## src/rtl/usb_xfer_scheduler.sv

```systemverilog
// Multi-channel USB transfer scheduler: per-channel descriptor queues,
// round-robin arbitration and a single shared DMA port with error/timeout tracking.
module usb_xfer_scheduler #(
    parameter int NUM_CH     = 4,
    parameter int QDEPTH     = 4,
    parameter int ADDR_WIDTH = 32,
    parameter int DATA_WIDTH = 64,
    parameter int TIMEOUT    = 1024,
    localparam int CW = $clog2(NUM_CH),
    localparam int LW = $clog2(QDEPTH) + 1
) (
    input  logic                   clk,
    input  logic                   rst,
    input  logic                   enable,
    input  logic                   suspend,
    input  logic [NUM_CH-1:0]      ch_en,
    input  logic                   desc_valid,
    output logic                   desc_ready,
    input  logic [CW-1:0]          desc_ch,
    input  logic [ADDR_WIDTH-1:0]  desc_addr,
    input  logic [15:0]            desc_len,
    input  logic                   desc_dir,
    output logic                   dma_req,
    input  logic                   dma_ack,
    output logic [ADDR_WIDTH-1:0]  dma_addr,
    output logic [15:0]            dma_length,
    output logic                   dma_write,
    input  logic                   dma_beat,
    input  logic                   dma_err,
    output logic                   cmpl_valid,
    output logic [CW-1:0]          cmpl_ch,
    output logic [1:0]             cmpl_status,
    output logic                   transfer_complete_irq,
    output logic                   error_irq,
    output logic [NUM_CH*LW-1:0]   q_level,
    output logic                   busy,
    output logic [31:0]            transfer_count,
    output logic [31:0]            error_count
);
    localparam int PW    = $clog2(QDEPTH);
    localparam int BYTES = DATA_WIDTH / 8;
    localparam int BSH   = $clog2(BYTES);
    localparam int TW    = $clog2(TIMEOUT + 1);

    localparam logic [1:0] ST_OK  = 2'b00;
    localparam logic [1:0] ST_ERR = 2'b01;
    localparam logic [1:0] ST_TMO = 2'b10;

    typedef struct packed {
        logic [ADDR_WIDTH-1:0] addr;
        logic [15:0]           len;
        logic                  dir;
    } desc_t;

    typedef enum logic [1:0] {IDLE, REQ, XFER, DONE} state_t;

    state_t              state, nxt;
    logic [1:0]          status, nxt_status;
    desc_t               mem [NUM_CH][QDEPTH];
    logic [PW-1:0]       wr_ptr [NUM_CH];
    logic [PW-1:0]       rd_ptr [NUM_CH];
    logic [LW-1:0]       level [NUM_CH];
    logic [NUM_CH-1:0]   elig, push, pop;
    logic                grant;
    logic [CW-1:0]       win, idx;
    logic [CW-1:0]       last_grant, cur_ch;
    desc_t               cur;
    logic [15:0]         beats, beats_init;
    logic [16:0]         len_round;
    logic [TW-1:0]       stall;
    logic                stall_hit;

    // Queue handshake and eligibility, all from registered levels
    always_comb begin
        desc_ready = (level[desc_ch] != LW'(QDEPTH));
        elig = '0;
        push = '0;
        pop  = '0;
        q_level = '0;
        for (int c = 0; c < NUM_CH; c++) begin
            elig[c] = (level[c] != '0) && ch_en[c] && enable && !suspend;
            push[c] = desc_valid && desc_ready && (desc_ch == CW'(c));
            pop[c]  = (state == IDLE) && grant && (win == CW'(c));
            q_level[c*LW +: LW] = level[c];
        end
    end

    // Round-robin search starting just after the last granted channel
    always_comb begin
        grant = 1'b0;
        win   = '0;
        idx   = '0;
        for (int i = 1; i <= NUM_CH; i++) begin
            idx = CW'((int'(last_grant) + i) % NUM_CH);
            if (!grant && elig[idx]) begin
                grant = 1'b1;
                win   = idx;
            end
        end
    end

    // Queue pointers and occupancy
    always_ff @(posedge clk) begin
        if (rst) begin
            for (int c = 0; c < NUM_CH; c++) begin
                wr_ptr[c] <= '0;
                rd_ptr[c] <= '0;
                level[c]  <= '0;
            end
        end else begin
            for (int c = 0; c < NUM_CH; c++) begin
                if (push[c]) wr_ptr[c] <= wr_ptr[c] + PW'(1);
                if (pop[c])  rd_ptr[c] <= rd_ptr[c] + PW'(1);
                if (push[c] && !pop[c])      level[c] <= level[c] + LW'(1);
                else if (!push[c] && pop[c]) level[c] <= level[c] - LW'(1);
            end
        end
    end

    // Descriptor storage; contents are don't-care until pushed
    always_ff @(posedge clk) begin
        if (desc_valid && desc_ready)
            mem[desc_ch][wr_ptr[desc_ch]] <= '{desc_addr, desc_len, desc_dir};
    end

    assign len_round  = {1'b0, cur.len} + 17'(BYTES - 1);
    assign beats_init = 16'(len_round >> BSH);
    assign stall_hit  = (stall == TW'(TIMEOUT - 1));

    // Next-state and completion status; errors beat the final beat
    always_comb begin
        nxt        = state;
        nxt_status = status;
        case (state)
            IDLE: if (grant) nxt = REQ;
            REQ: begin
                if (dma_err) begin
                    nxt = DONE;
                    nxt_status = ST_ERR;
                end else if (dma_ack) begin
                    if (cur.len == 16'd0) begin
                        nxt = DONE;
                        nxt_status = ST_OK;
                    end else begin
                        nxt = XFER;
                    end
                end else if (stall_hit) begin
                    nxt = DONE;
                    nxt_status = ST_TMO;
                end
            end
            XFER: begin
                if (dma_err) begin
                    nxt = DONE;
                    nxt_status = ST_ERR;
                end else if (dma_beat) begin
                    if (beats == 16'd1) begin
                        nxt = DONE;
                        nxt_status = ST_OK;
                    end
                end else if (stall_hit) begin
                    nxt = DONE;
                    nxt_status = ST_TMO;
                end
            end
            DONE: nxt = IDLE;
            default: nxt = IDLE;
        endcase
    end

    // State register, active descriptor, beat/stall tracking and counters
    always_ff @(posedge clk) begin
        if (rst) begin
            state          <= IDLE;
            status         <= ST_OK;
            cur            <= '0;
            cur_ch         <= '0;
            last_grant     <= CW'(NUM_CH - 1);
            beats          <= '0;
            stall          <= '0;
            transfer_count <= '0;
            error_count    <= '0;
        end else begin
            state  <= nxt;
            status <= nxt_status;
            if (state == IDLE && grant) begin
                cur        <= mem[win][rd_ptr[win]];
                cur_ch     <= win;
                last_grant <= win;
            end
            if (state == REQ && dma_ack)
                beats <= beats_init;
            else if (state == XFER && dma_beat)
                beats <= beats - 16'd1;
            if (nxt != state || (state == XFER && dma_beat))
                stall <= '0;
            else if (state == REQ || state == XFER)
                stall <= stall + TW'(1);
            if (state == DONE) begin
                if (status == ST_OK) transfer_count <= transfer_count + 32'd1;
                else                 error_count    <= error_count + 32'd1;
            end
        end
    end

    assign busy        = (state != IDLE);
    assign dma_req     = (state == REQ);
    assign dma_addr    = cur.addr;
    assign dma_length  = cur.len;
    assign dma_write   = cur.dir;
    assign cmpl_valid  = (state == DONE);
    assign cmpl_ch     = cmpl_valid ? cur_ch : '0;
    assign cmpl_status = cmpl_valid ? status : 2'b00;
    assign transfer_complete_irq = cmpl_valid && (status == ST_OK);
    assign error_irq             = cmpl_valid && (status != ST_OK);

endmodule

```

## config.mk

```make
export PLATFORM = sky130hd
export DESIGN_NAME = usb_xfer_scheduler
export DESIGN_NICKNAME = d
export VERILOG_FILES = /design/src/rtl/usb_xfer_scheduler.sv
export SDC_FILE = /design/constraint.sdc
export NUM_CORES = 1
export LEC_CHECK = 0
export ABC_CLOCK_PERIOD_IN_PS = 6200
export BUFFER_PORTS_ARGS = -buffer_cell sky130_fd_sc_hd__buf_2
export CAP_MARGIN = 25
export CELL_PAD_IN_SITES_DETAIL_PLACEMENT = 1
export CELL_PAD_IN_SITES_GLOBAL_PLACEMENT = 1
export CORE_ASPECT_RATIO = 0.5
export CORE_UTILIZATION = 46
export CTS_CLUSTER_SIZE = 16
export DETAILED_ROUTE_END_ITERATION = 10
export PLACE_DENSITY_LB_ADDON = 0.1
export SLEW_MARGIN = 30
export SYNTH_ARGS = -nofsm -noshare
export SYNTH_HDL_FRONTEND = slang
export SYNTH_SLANG_ARGS = --single-unit
```

## constraint.sdc

```tcl
create_clock -name clk -period 6.2 [get_ports clk]
set_clock_uncertainty 0.05 [all_clocks]
set_input_delay 0.93 -clock clk [delete_from_list [all_inputs] [get_ports clk]]
set_output_delay 0.93 -clock clk [all_outputs]
set_load 0.005 [all_outputs]
```

* After elaboration in Yosys (flattened, before gate mapping) *
Memories as Yosys holds them, arrays and structs flattened.
Cells that the tools add are included.

word-level totals
  register bits after elaboration = 148
  input bits = 63
  memories kept = 4
  RAM bits = 812

memory list
  name    words  bits a word  rd ports  clocked after memory_dff  wr ports  line  text
  mem     4      196          1         0                         1         59    desc_t mem [NUM_CH][QDEPTH];
  level   4      3            5         0                         4         62    logic [LW-1:0] level [NUM_CH];
  rd_ptr  4      2            5         0                         4         61    logic [PW-1:0] rd_ptr [NUM_CH];
  wr_ptr  4      2            5         0                         4         60    logic [PW-1:0] wr_ptr [NUM_CH];

cells by class
  equal/unequal tests = 15
  $add $sub $neg = 25
  bitwise logic cells = 19
  reductions and logical operators = 70
  mux-type cells = 114
  order comparisons = 7

operator list
  kind                   count
  $mux 196               1
  $mux 49                3
  $bmux 49 s2            1
  $demux 49 s2           1
  $add 32x1->32 const B  2
  $mux 1                 64
  $mux 2                 28
  $logic_and 1x1->1      38
  $mux 14                2
  $mux 3                 8
  $add 2x1->2 const B    10
  $add 16x3->17 const B  1
  $eq 16x1->1 const B    1
  $logic_not 16->1       1
  $or 1x1->1             16
  $sub 16x1->16 const B  1
  $add 3x1->3 const B    4
  $eq 2x2->1 const B     6
  $logic_not 1->1        12
  $lt 2x3->1 const B     4
  $reduce_bool 3->1      4
  $sub 3x1->3 const B    4
  $add 11x1->11 const B  1
  $eq 11x10->1 const B   1
  19 further kinds       36

* Longest topological paths before layout *
Gate-level depths: netlist of the first run.
An unclocked memory read counts as a cell.

  depth in word-level cells = 26
  mapped depth = 16
  mapped depth without buffers = 14

* Least setup slack after synthesis of the first run *
Ideal clock, no wire load.

  path type = input to register
  start point = input port desc_ch[1]
  end point = memory mem[0][147] (netlist name) (enable)
  cell stages on the path = 4
  data required time = 5.634 ns
  data arrival time = 5.567 ns
  path slack = 0.067 ns
  library setup time = 0.516 ns
  path through = clkbuf_1 mux4_2 or3_1 nor3_1

on the way
  longest elaborated chain between the ends = 7

RTL lines
  what                                                            line  text
  start: declaration                                              19    input logic [CW-1:0] desc_ch,
  $mem_v2 4x2                                                     n/a
  $not 2->3 (not written as such)                                 123   mem[desc_ch][wr_ptr[desc_ch]] <= '{desc_addr, desc_len, desc_dir};
  $ge 3x3->1 (not written as such) or $lt 3x1->1 (tied branches)  123
  $logic_and 1x1->1 (not written as such)                         123
  $mux 49 (not written as such)                                   123
  $demux 49 s2                                                    123
  $mux 196 (not written as such)                                  123
  end: declaration                                                59

Parallel ways exist; a longest one is shown, timed or not.

==> results of run 1 <==
-- layout make-up --
cell class	instances	area share, %
Clock buffer	122	5.70
Sequential cell	960	62.3
Timing Repair Buffer	252	3.63
Multi-Input combinational cell	1774	23.8
Tap cell	1102	3.14
Clock inverter	42	1.19
Antenna cell	6	0.0342
Inverter	25	0.214
-- registers in the layout, indices dropped and copies added (netlist names) --
name	flops
beats	16
cur_ch	2
dma_addr	32
dma_length	16
dma_write	1
error_count	32
last_grant	2
level	12
mem	784
rd_ptr	8
stall	11
state	2
status	2
transfer_count	32
wr_ptr	8
-- worst register-to-register path, stage by stage, from the launching register on --
cell      delay (ns)
edfxtp_1        0.43
inv_1           0.13
ha_1            0.17
nor2b_1         0.21
o31a_1          0.34
a32o_4          0.52
nand2_8         0.50
a211oi_1        0.70
o21a_4          0.62
buf_4           0.39
o21ai_0         0.20
nand3_1         0.11
-- how the worst max path moves through the flow --
stage	start	endpoint	slack, ns	depth (start not counted)
after floorplan	desc_ch[1]	mem[0][147]	0.07	4
after global placement	suspend	dma_addr[25]	1.38	10
after detailed placement	suspend	dma_addr[25]	1.21	10
after CTS	level[3][0]	dma_length[2]	1.54	11
after global routing	level[3][0]	dma_length[2]	1.53	11
final	level[3][0]	dma_length[2]	1.81	11
-- metal layers --
layer / global-route usage (%) / part of all wire, %
met5: 0 / 0
met4: 6.25 / 1.9
met3: 3.77 / 5.2
met2: 39.8 / 46
met1: 36.7 / 47
-- power by group through the flow --
stage                     clock [mW]  sequential [mW]  combinational (mW)
after floorplan                    0             7.47                1.69
after global placement             0             7.52                2.57
after detailed placement           0             7.53                2.61
after CTS                       5.83             7.39                2.63
after global routing            6.05             7.41                2.89
final                           5.73             7.39                2.64
-- cells by family (layout without fill, tap and decap cells) --
group	after synthesis	in the layout	synth area share, %
multiplexers	5	5	0.195
XOR/XNOR	107	107	2.43
other	0	6	0
AND/OR/NAND/NOR	967	967	11.5
AO/OA/AOI/OAI	679	679	11.8
flip-flops	960	960	70.9
buffers and inverters	229	441	2.51
adder cells (fa/ha/maj)	16	16	0.578
-- stage by stage --
| stage | cell area (µm²) | setup slack [ns] | util, % |
|---|---|---|---|
| after CTS | 43800 | 1.54 | 53.2 |
| after global routing | 43900 | 1.53 | 53.3 |
| after global placement | 40700 | 1.38 | 49.5 |
| after floorplan | 38600 | 0.0666 | - |
| after detailed placement | 40800 | 1.21 | 49.6 |
| final | 43900 | 1.81 | 53.3 |
-- synthesized netlist by cell type (66+ instances only) --
| library cell | instances |
|---|---|
| clkbuf_1 | 131 |
| and3_1 | 114 |
| o21ai_0 | 70 |
| nor2_1 | 131 |
| a211oi_1 | 113 |
| a221oi_1 | 98 |
| a21oi_1 | 220 |
| a311oi_1 | 100 |
| dfxtp_1 | 148 |
| nand2_1 | 493 |
| xor2_1 | 66 |
| nand3_1 | 72 |
| edfxtp_1 | 812 |
==> impl_metrics.tcl, run 1 <==
set metrics [dict create \
    grt_max_degree 201 \
    numCtsBuffers 87 \
    final_common_cell "edfxtp_1" \
    fp.dieArea_mm2 0.0851 \
    avgSynthCellArea_um2 13.0 \
    place_congestion 0.768 \
    rr_worst_depth 11 \
    cts_buffer_depth 3 \
    start_kind "flip-flop" \
    grt_usage_pct 25.2 \
    p_clk_share_pct 36.4 \
    path_cells "inv_1 -> ha_1 -> nor2b_1 -> o31a_1 -> a32o_4 -> nand2_8 -> a211oi_1 -> o21a_4 -> buf_4 -> o21ai_0 -> nand3_1" \
    ctsHoldBuffers 0 \
    timing.rr.end "dma_length[2]" \
    cp_slowest_stage_delay_ns 0.69 \
    die_y_um 207 \
    grt_pass1_vias 25800 \
    synth_flop_cell "edfxtp_1" \
    critPathKind "reg2reg" \
    worstMarginPinSlew_ns 1.05 \
    syn_nets 3042 \
    wl_per_cell_um 25.2 \
    yosysTopAreaCell "edfxtp_1" \
    fin_crit_sh_pct 70.7 \
    ys_types 66 \
    dr.pass1.iters 6 \
    synth_seq_area_share_pct 70.9 \
    syn_inst 2963 \
    core_mm2 0.0823 \
    io_pins 198 \
    ir_worst_vdd_mv 0.273 \
    relSlewSlack_pct 30.2 \
    final_cells 4283 \
    r2r_slack_ns 1.81 \
    register_area_mm2 0.0273 \
    maxSlewViolCount 0 \
    crit_buf_inv 2 \
    nFillCells 8204 \
    holdPathStages 2 \
    drc_errors 0 \
    min_to "dma_addr[2]" \
    hold_class "reg2reg" \
    setup_viol 0 \
    critPathArrivalTime_ns 4.96 \
    synth-edff-count 812 \
    whs_ns 0.439 \
    nets 3179 \
    hp-start "dma_addr[2]" \
    comb_power_share_pct 16.7 \
    powerDensity_mw_per_mm2 359 \
    ys_ff_latch 960 \
    worstReg2RegStart "level[3][0]" \
    maxCapViolations 0 \
    netlist_area_mm2 0.0386 \
    clk_pin_slew_ns 0.07 \
    critPathTopFamily "compound AO/OA/AOI/OAI gates" \
    clock_latency_ns 0.68 \
    p_leak_nw 15.0 \
    cts_tree "done" \
    root_buffer "clkbuf_16" \
    synth_top_area_share_pct 63.2 \
    power_mw 15.8 \
    max_freq_ghz 0.228 \
    cp_max_fo 82 \
    multi_input_area_mm2 0.0105 \
    overflow 0 \
    cp.required_ns 6.77 \
    setup-tns-final_ns 0 \
    wirelength_um 108000 \
    fin_crit_ns 4.39 \
    via_per_inst 5.98 \
    synth-async-reset-ratio_pct 0 \
    area_growth_pct 13.9 \
    ys.warnings.count 0 \
    htreeDepth 3 \
    clock_sinks 960 \
    ant_nets 0 \
    synth.area.top_cells "edfxtp_1 63%, dfxtp_1 7.7%, nand2_1 4.8%" \
    rsz0062_at_grt "no" \
    row_count 74 \
    final_cell_mix "812 x edfxtp_1, 493 x nand2_1, 220 x a21oi_1" \
    endpoint_kind "flip-flop" \
    dp.cells 4111 \
    initial_utilization_pct 46.9 \
    status "completed" \
    p_int_mw 11.3 \
    hpwlAfterDp_um 57000 \
    switchingPower_mw 4.48 \
    floorplan.die.width_um 411 \
    layout-drive-gt1-share_pct 13.7 \
    p_seq_share_pct 46.9 \
    grt_pass1_wl_um 161000 \
    vias 25600 \
    antenna_found_initial 5 \
    cts_resized 0 \
    hold_viol_final 0 \
    switching_share_pct 28.5 \
    postCtsSetupBuffers 0 \
    portBuffers 197 \
    drt-initial-drc-count 2087 \
    cp_slowest_cell "a211oi_1" \
]
No activity file was read; power rests on OpenSTA's default activity.
==> run 2: changes to the inputs <==
ABC_CLOCK_PERIOD_IN_PS = 4290   (was 6200)
CORE_UTILIZATION = 50   (was 46)
clock period = 4.29 ns   (was 6.2 ns; I/O delays follow)
==> run 2 against run 1 <==
Count of clock-buffer cells in the layout shrank 9. Flip-flop and latch count is the same. Routed wire length shrank 0.27%. Non-clock buffer count shrank 1. Global-route usage grew 2.1 points. Critical path type unchanged. Worst setup slack lost 1.3 ns. Power grew 42%.
==> impl_metrics.tcl, run 2 (synthesis results as in run 1) <==
set metrics [dict create \
    status "completed" \
    largest_reg_flops 784 \
    start_kind "flip-flop" \
    switchingPower_mw 6.45 \
    setup_viol 0 \
    die_y_um 198 \
    crit_top_cell "buf_4" \
    final_cells 4196 \
    r2r_slack_ns 0.47 \
    dp.cells 4031 \
    vias 25700 \
    ant_nets 0 \
    grt_max_degree 213 \
    crit_buf_inv 3 \
    p_leak_nw 14.9 \
    clock_sinks 960 \
    endpoint "dma_length[10]" \
    comb_power_share_pct 17.2 \
    rr_worst_depth 12 \
    maxSlewViolCount 0 \
    worstReg2RegStart "level[3][0]" \
    critPathArrivalTime_ns 4.39 \
    antenna_found_initial 5 \
    powerDensity_mw_per_mm2 510 \
    io_pins 198 \
    initial_utilization_pct 50.9 \
    htreeDepth 3 \
    row_count 71 \
    area_growth_pct 13.5 \
    cp_slowest_stage_delay_ns 0.62 \
    grt_usage_pct 27.3 \
    nets 3177 \
    cp.required_ns 4.85 \
    clock_latency_ns 0.68 \
    hold_viol_final 0 \
    switching_share_pct 28.9 \
    grt_pass1_wl_um 162000 \
    floorplan.die.width_um 395 \
    cts_buffer_depth 3 \
    power_mw 22.3 \
    max_freq_ghz 0.261 \
    root_buffer "clkbuf_16" \
    wirelength_um 107000 \
    dr.pass1.iters 5 \
    endpoint_kind "flip-flop" \
    p_seq_share_pct 47.8 \
    cts_resized 0 \
    p_clk_share_pct 34.9 \
    wl_per_cell_um 25.6 \
    layout-drive-gt1-share_pct 13.4 \
    numCtsBuffers 86 \
    fp.dieArea_mm2 0.0783 \
    overflow 0 \
    drt-initial-drc-count 2402 \
    clk_pin_slew_ns 0.07 \
    cts_tree "done" \
    crit_cells 12 \
    hold_class "in2reg" \
    timing.rr.end "dma_length[10]" \
    critPathKind "reg2reg" \
    drc_errors 0 \
    critPathTopFamily "buffers and inverters" \
    core_mm2 0.0758 \
    ctsHoldBuffers 0 \
    via_per_inst 6.13 \
    maxCapViolations 0 \
    fin_crit_ns 3.82 \
    cp_max_fo 50 \
    rsz0062_at_grt "no" \
    fin_crit_sh_pct 89.2 \
    portBuffers 197 \
    startpoint "level[3][0]" \
    p_int_mw 15.9 \
    final_cell_mix "812 x edfxtp_1, 493 x nand2_1, 220 x a21oi_1" \
    final_common_cell "edfxtp_1" \
    ir_worst_vdd_mv 0.396 \
    cp_slowest_cell "buf_4" \
    place_congestion 0.751 \
    path_cells "inv_1 -> ha_1 -> nor2b_1 -> o31a_1 -> a32o_4 -> buf_4 -> buf_4 -> and3_1 -> a211oi_1 -> a311oi_1 -> o21ai_0 -> nand3_1" \
    hpwlAfterDp_um 53900 \
    relSlewSlack_pct 33.8 \
    grt_pass1_vias 26400 \
    worstMarginPinSlew_ns 0.993 \
    postCtsSetupBuffers 0 \
]
[run 2: changes by cell type in the layout (fill, tap and decap cells not counted), sizes merged, moves of 3 or more]
cell / change
clkinv: +9
clkbuf: -9
bufinv: -5
diode: -3
[run 2: layout make-up]
| cell class | count | area [µm²] |
|---|---|---|
| clock inverter | 48 | 432 |
| fill | 7432 | 32000 |
| antenna | 3 | 7.51 |
| inverter | 25 | 93.8 |
| multi-input combinational | 1774 | 10500 |
| sequential | 960 | 27300 |
| timing repair buffer | 251 | 1760 |
| clock buffer | 113 | 2380 |
| tap | 1022 | 1280 |
[run 2: how the worst min path moves through the flow]
stage / endpoint / startpoint / slack (ns) / cells past startpoint
floorplan: cur_ch[1] / cur_ch[1] / 0.40 / 2
global placement: dma_addr[8] / dma_addr[8] / 0.40 / 2
detailed placement: dma_addr[8] / dma_addr[8] / 0.42 / 2
CTS: status[0] / dma_err / 0.23 / 3
global route: status[0] / dma_err / 0.26 / 3
finish: status[0] / dma_err / 0.27 / 3
[run 2: through the flow]
stage	setup slack, ns	util (%)	area [µm²]	setup TNS, ns	hold WS, ns
6_report	0.465	57.7	43800	0	0.272
3_5_place_dp	0.405	54.0	40900	0	0.416
5_1_grt	0.268	57.7	43800	0	0.257
4_1_cts	0.502	57.7	43700	0	0.228
2_1_floorplan	-1.35	-	38600	-192.02	0.398
3_3_place_gp	0.528	54.0	40900	0	0.401
[run 2: worst register-to-register path, stage by stage (launching register included)]
cell and delay [ns]:
edfxtp_1 0.45, inv_1 0.14, ha_1 0.18, nor2b_1 0.20, o31a_1 0.33, a32o_4 0.26
buf_4 0.55, buf_4 0.67, and3_1 0.31, a211oi_1 0.07, a311oi_1 0.35, o21ai_0 0.14
nand3_1 0.09
[run 2: power by group through the flow]
| stage | combinational (mW) | sequential, mW | clock (mW) |
|---|---|---|---|
| 2_1_floorplan | 2.45 | 10.8 | 0 |
| 3_3_place_gp | 3.67 | 10.9 | 0 |
| 3_5_place_dp | 3.79 | 10.9 | 0 |
| 4_1_cts | 3.83 | 10.7 | 7.92 |
| 5_1_grt | 4.18 | 10.7 | 8.25 |
| 6_report | 3.85 | 10.7 | 7.80 |
[run 2: layer usage]
layer	track usage (%)	vias to the layer above	share of wire, %
met1	38.7	13300	45
met2	44.9	779	48
li1	-	11500	-
met5	0	-	0.020
met4	6.27	4	1.7
met3	4.01	142	5.9
